--- config.mk ---
export PLATFORM = sky130hd
export DESIGN_NAME = spi_ram
export DESIGN_NICKNAME = d
export VERILOG_FILES = /design/src/rtl/spi_ram.sv
export SDC_FILE = /design/constraint.sdc
export NUM_CORES = 2
export LEC_CHECK = 0
export CAP_MARGIN = 40
export CELL_PAD_IN_SITES_DETAIL_PLACEMENT = 1
export CELL_PAD_IN_SITES_GLOBAL_PLACEMENT = 2
export CORE_MARGIN = 3
export CORE_UTILIZATION = 30
export DETAILED_ROUTE_END_ITERATION = 6
export PLACE_DENSITY_LB_ADDON = 0.1
export SYNTH_ARGS = -nofsm -noshare
export SYNTH_HDL_FRONTEND = slang
export SYNTH_SLANG_ARGS = --single-unit
--- constraint.sdc ---
create_clock -name clk -period 6.9 [get_ports clk]
set_input_delay 1.38 -clock clk [delete_from_list [all_inputs] [get_ports clk]]
set_output_delay 1.38 -clock clk [all_outputs]
set_load 0.02 [all_outputs]
--- src/rtl/spi_ram.sv ---
// spi_ram: byte RAM driven by 10-bit SPI command frames; optional SPI_RAM_ADDR_AUTOINC_EN post-increments addresses.
// Read data and err appear one clock after the frame; no backpressure, one frame accepted per rx_valid cycle.
module spi_ram #(
  parameter int MEM_DEPTH = 256,
  parameter int ADDR_SIZE = 8
) (
  input  logic       clk,
  input  logic       rst,
  input  logic [9:0] din,
  input  logic       rx_valid,
  output logic [7:0] dout,
  output logic       tx_valid,
  output logic       err
);

  localparam logic [1:0] OP_WR_ADDR = 2'b00;
  localparam logic [1:0] OP_WR_DATA = 2'b01;
  localparam logic [1:0] OP_RD_ADDR = 2'b10;
  localparam logic [1:0] OP_RD_DATA = 2'b11;

  logic [7:0]           mem [MEM_DEPTH];
  logic [ADDR_SIZE-1:0] wr_addr;
  logic [ADDR_SIZE-1:0] rd_addr;
  logic                 wr_vld;
  logic                 rd_vld;
  logic [1:0]           opcode;
  logic [ADDR_SIZE-1:0] din_addr;
  logic                 do_write;

  assign opcode   = din[9:8];
  // Addresses are folded into range on capture, so the registers never leave 0..MEM_DEPTH-1.
  assign din_addr = ADDR_SIZE'(32'(din[ADDR_SIZE-1:0]) % MEM_DEPTH);
  assign do_write = rx_valid && (opcode == OP_WR_DATA) && wr_vld;

`ifdef SPI_RAM_ADDR_AUTOINC_EN
  localparam logic [ADDR_SIZE-1:0] LAST_ADDR = ADDR_SIZE'(MEM_DEPTH - 1);

  function automatic logic [ADDR_SIZE-1:0] next_addr(input logic [ADDR_SIZE-1:0] a);
    return (a == LAST_ADDR) ? '0 : a + 1'b1;
  endfunction
`endif

  // Storage is deliberately left out of reset.
  always_ff @(posedge clk) begin
    if (do_write) begin
      mem[wr_addr] <= din[7:0];
    end
  end

  always_ff @(posedge clk or posedge rst) begin
    if (rst) begin
      dout     <= 8'h00;
      tx_valid <= 1'b0;
      err      <= 1'b0;
      wr_vld   <= 1'b0;
      rd_vld   <= 1'b0;
      wr_addr  <= '0;
      rd_addr  <= '0;
    end else begin
      tx_valid <= 1'b0;
      err      <= 1'b0;
      if (rx_valid) begin
        case (opcode)
          OP_WR_ADDR: begin
            wr_addr <= din_addr;
            wr_vld  <= 1'b1;
          end
          OP_WR_DATA: begin
            if (!wr_vld) begin
              err <= 1'b1;
            end
`ifdef SPI_RAM_ADDR_AUTOINC_EN
            else begin
              wr_addr <= next_addr(wr_addr);
            end
`endif
          end
          OP_RD_ADDR: begin
            rd_addr <= din_addr;
            rd_vld  <= 1'b1;
          end
          OP_RD_DATA: begin
            // The write port updates mem on the previous edge, so a read one frame later sees it.
            if (rd_vld) begin
              dout     <= mem[rd_addr];
              tx_valid <= 1'b1;
`ifdef SPI_RAM_ADDR_AUTOINC_EN
              rd_addr  <= next_addr(rd_addr);
`endif
            end else begin
              err <= 1'b1;
            end
          end
          default: begin
          end
        endcase
      end
    end
  end

endmodule
# Word level (Yosys, flattened, before mapping)
# Memories as Yosys holds them, arrays and structs flattened. A register that Yosys moved wholly into a read port is not among the register bits.
# Index checks and enable logic that the tools add are counted.
word_totals:
  memories: 1
  input_bits: 13
  output_inout_bits: 10
  ff_bits: 20
  mem_bits_rw: 2048
  wordCells: 25
classes:
  n_mux: 9
  reduce_logical: 6
  eq_ne: 3
mem_list:
  columns: ["name", "words", "width", "read_ports", "rd_ports_with_merged_regs", "wr", "line", "source"]
  rows:
  - ["mem", 256, 8, 1, 1, 1, "21", "logic [7:0] mem [MEM_DEPTH];"]
op_table:
  columns: ["cell", "count"]
  rows:
  - ["$mux W1", 8]
  - ["$eq A2 B2 Y1 const B", 2]
  - ["$reduce_and A2 Y1", 2]
  - ["$reduce_and A3 Y1", 1]
  - ["$eq A2 B1 Y1 const B", 1]
  - ["$logic_and A1 B1 Y1", 2]
  - ["$logic_not A2 Y1", 1]
  - ["$pmux W1 S2", 1]

# Logic depth before layout (Yosys ltp)
logic_depth:
  ltp_word: 5
  depth_mapped: 12
  mapped_depth_nobuf: 7

# Worst setup path after synthesis
# Ideal clock, no wire load.
synth_path:
  path_type: "input-to-reg"
  start: "input din[9]"
  end: "memory mem[112][0] (enable)"
  setup_slack_ns: 3.555
  cell_stages: 7
  arrival_time_ns: 2.975
  cell_sequence: "nor2b_1 nor2b_1 clkbuf_1 clkbuf_1 nand3_1 clkbuf_1 nor2_1"
synth_between:
  elab_chain_cells: 5
synth_lines:
  columns: ["item", "line", "source"]
  rows:
  - ["start, declared", "9", "input logic [9:0] din,"]
  - ["$eq A2 B1 Y1", "33", "assign do_write = rx_valid && (opcode == OP_WR_DATA) && wr_vld;"]
  - ["$logic_and A1 B1 Y1 (2 in a row)", "33", null]
  - ["$mux W1", "45", "if (do_write) begin"]
  - ["$mux W1 (implied by the code)", "46", "mem[wr_addr] <= din[7:0];"]
  - ["end, declared", "21", null]
# No other way between the ends.

==> key figures <==
Yosys
  • Top cells by area, synth: edfxtp_1, mux4_2, mux2i_1
  • Synthesized area: 0.0812 sq mm
  • Share of the synthesized area in the top cell type: 75.7%
  • Seq/Total Area, Yosys: 76.6%
  • Cell taking the most area after synthesis: edfxtp_1
  • Net Count, Synth: 4081
  • Asr flop ratio synth: 1.35%
  • Synth cell types: 69
  • Gate Count Post-Synth: 4068
  • Top cells by count, synth: edfxtp_1, mux2i_1, mux4_2
  • Post-synth top flop: edfxtp_1
  • EDFF count, synth: 2048
  • Synth Area per Inst: 20.0 sq um
  • Warnings, synthesis: 0
  • Yosys reg bits: 2076
  • Top-count cell post-synth: edfxtp_1

Timing
  • Relative slew slack: 19.9%
  • Tmin final: 4.84 ns
  • Worst Tran Pin Value: 1.20 ns
  • FMAX: 207 MHz
  • Hold Fails Final Rpt: 0
  • Final setup fails: 0
  • Fin Clk Skew: 0.0271 ns
  • Final Cycle Share: 70.1%
  • Setup tns final: 0 ns
  • Max-slew violations: 0
  • RSZ-0062 raised after global routing: false

Clock tree
  • PostCTS Resize Cnt: 0
  • Post-CTS setup buffers: 0
  • Reg clk slew, reported paths: 0.06 ns
  • CTS tree: yes
  • Clock Sinks: 2076
  • CTS Buf Count: 228
  • Hold Buf Count CTS: 0
  • Skew-Pair Late Insertion Delay: 0.85 ns
  • H-tree Lvls: 4
  • Clk buf depth: 3
  • Root Driver: clkbuf_16

Setup path
  • CP cell instances: buf_4 > nor2b_4 > buf_4 > a22oi_1 > nand2_1 > nor3_1 > buf_4 > nor4_1 > a32oi_1 > o31ai_1
  • Slowest cell on the critical path: dfrtp_4
  • Crit path required time: 7.65 ns
  • Crit-path leading delay family: simple AND/OR/NAND/NOR gates
  • Crit Path Category: reg -> reg
  • R2r setup slk: 2.06 ns
  • Setup crit start kind: register
  • Crit path DAT: 5.58 ns
  • CP peak stage delay: 0.92 ns
  • Most frequent CP cell: buf_4
  • CP Capture Type: register
  • Worst-path maximum fanout: 36
  • Worst path bufs/invs: 3

Detailed routing
  • WL/cell: 33.6 um
  • Remaining antenna violation count after routing: 0
  • Vias/cell: 5.12
  • Final wirelength: 270 mm
  • DRT Pass-1 Iters: 5
  • Detailed-route DRC error count: 0
  • DR vias: 41.1k
  • Drt first-iter violations: 4115

Floorplan
  • Core area: 0.269 sq mm
  • Chip height: 526 um
  • Site Rows: 190
  • Die ar.: 0.277 sq mm
  • Die X: 526 um
  • I/O pin total: 23
  • Starting density of the core: 30.2%

Run status
  • Status: completed

Final layout
  • # nets final: 4297
  • # fillers: 26.4k
  • Footprint of the multi-input gates: 0.0174 sq mm
  • Area Growth Syn to Fin: 15.5%
  • Register Area: 0.0622 sq mm
  • Share of cells above drive strength 1: 20.0%

Power and ir drop
  • Clock power share: 39.6%
  • Total power: 0.0304 W
  • Int Power: 0.0224 W
  • Pwr dens: 324 mW/mm^2
  • Register share of total power: 46.4%
  • Switching share of power: 26.5%
  • Leak: 29.5 nW
  • Switching power total: 0.00804 W
  • Worst VDD drop: 301 uV
  • Gate power share: 14.0%

Placed design
  • RePlAce Congestion: 0.783
  • HPWL Detailed: 171 mm
  • IO buf count: 22

GRT
  • Global-route wire length before repair: 373 mm
  • Pin count of the biggest net entering global routing: 147
  • Global route overflow: 0
  • Vias in the first global route: 43.5k
  • Global-route usage over all layers: 19.2%
  • Initial antenna violation count: 15

Run
  • Max Cap Violations: 0

Hold path
  • HP Class: reg -> reg
## power by group through the flow
stage / registers [W] / logic (W) / clock network (W)
6_report: 0.0141 / 0.00427 / 0.0120
3_5_place_dp: 0.0144 / 0.00437 / 0
4_1_cts: 0.0141 / 0.00438 / 0.0124
3_3_place_gp: 0.0144 / 0.00429 / 0
5_1_grt: 0.0141 / 0.00450 / 0.0129
2_1_floorplan: 0.0142 / 0.00245 / 0
## state kept, by name, indices dropped and copies added (netlist names)
name,flops
rd_vld,1
wr_addr,8
mem,2048
dout,8
rd_addr,8
err,1
wr_vld,1
tx_valid,1
## layer usage
metal | global-route usage [%] | wire length (um) | up-vias
met5 | 0 | 27 | -
met4 | 3.93 | 5180 | 4
met3 | 2.83 | 11500 | 272
met2 | 31.2 | 129000 | 977
met1 | 27.6 | 124000 | 22600
li1 | - | - | 17300
## kinds of logic after synthesis
| kind of cell | share of synthesized area [%] |
|---|---|
| simple gates | 2.77 |
| buf+inv | 2.19 |
| mux | 14.3 |
| flops | 76.6 |
| compound gates | 4.12 |
## cell usage in the layout, fill, tap and decap left out, types with 28 or more instances in the layout
master / synthesis / final
o22ai_1: 120 / 120
buf_12: 14 / 28
clkinv_2: 0 / 39
clkbuf_16: 0 / 235
nand2_1: 117 / 115
a22oi_1: 40 / 40
o221ai_1: 60 / 60
mux4_2: 303 / 303
mux2i_1: 379 / 379
buf_4: 18 / 141
nor2_1: 297 / 294
a21oi_1: 67 / 67
clkbuf_1: 101 / 50
clkinv_1: 1 / 57
o21ai_0: 44 / 44
mux4_1: 32 / 32
edfxtp_1: 2048 / 2048
a211oi_1: 49 / 49
## final timing paths
check / end / cells past startpoint / start
max in group asynchronous: rd_addr[0] / 3 / rst
setup reg to reg: dout[4] / 10 / rd_addr[2]
min in group asynchronous: dout[1] / 2 / rst
hold / removal: wr_vld / 1 / wr_vld
setup / recovery: dout[4] / 10 / rd_addr[2]
hold reg to reg: wr_vld / 1 / wr_vld
## worst register-to-register path, stage by stage (launching register included)
cell,delay (ns)
dfrtp_4,0.92
buf_4,0.59
nor2b_4,0.71
buf_4,0.51
a22oi_1,0.19
nand2_1,0.19
nor3_1,0.07
buf_4,0.19
nor4_1,0.71
a32oi_1,0.50
o31ai_1,0.18
## layout make-up
cell class / count / area share, %
sequential: 2076 / 66.3
multi-input combinational: 1741 / 18.5
clock buffer: 290 / 6.54
tap: 3552 / 4.74
timing repair buffer: 230 / 2.61
clock inverter: 133 / 1.27
inverter: 7 / 0.0307
antenna: 2 / 0.00533
## metrics by stage
step	hold WS, ns	util (%)	setup slack, ns	area (sq um)	instances
5_1_grt	0.488	34.9	1.96	93800	8030
4_1_cts	0.465	34.9	1.99	93800	8027
3_5_place_dp	0.450	32.2	1.95	86500	7604
3_3_place_gp	0.474	31.8	1.29	85500	7520
2_1_floorplan	0.431	-	3.55	81200	4068
6_report	0.463	34.9	2.06	93800	8031
No activity file was read; power rests on OpenSTA's default activity.
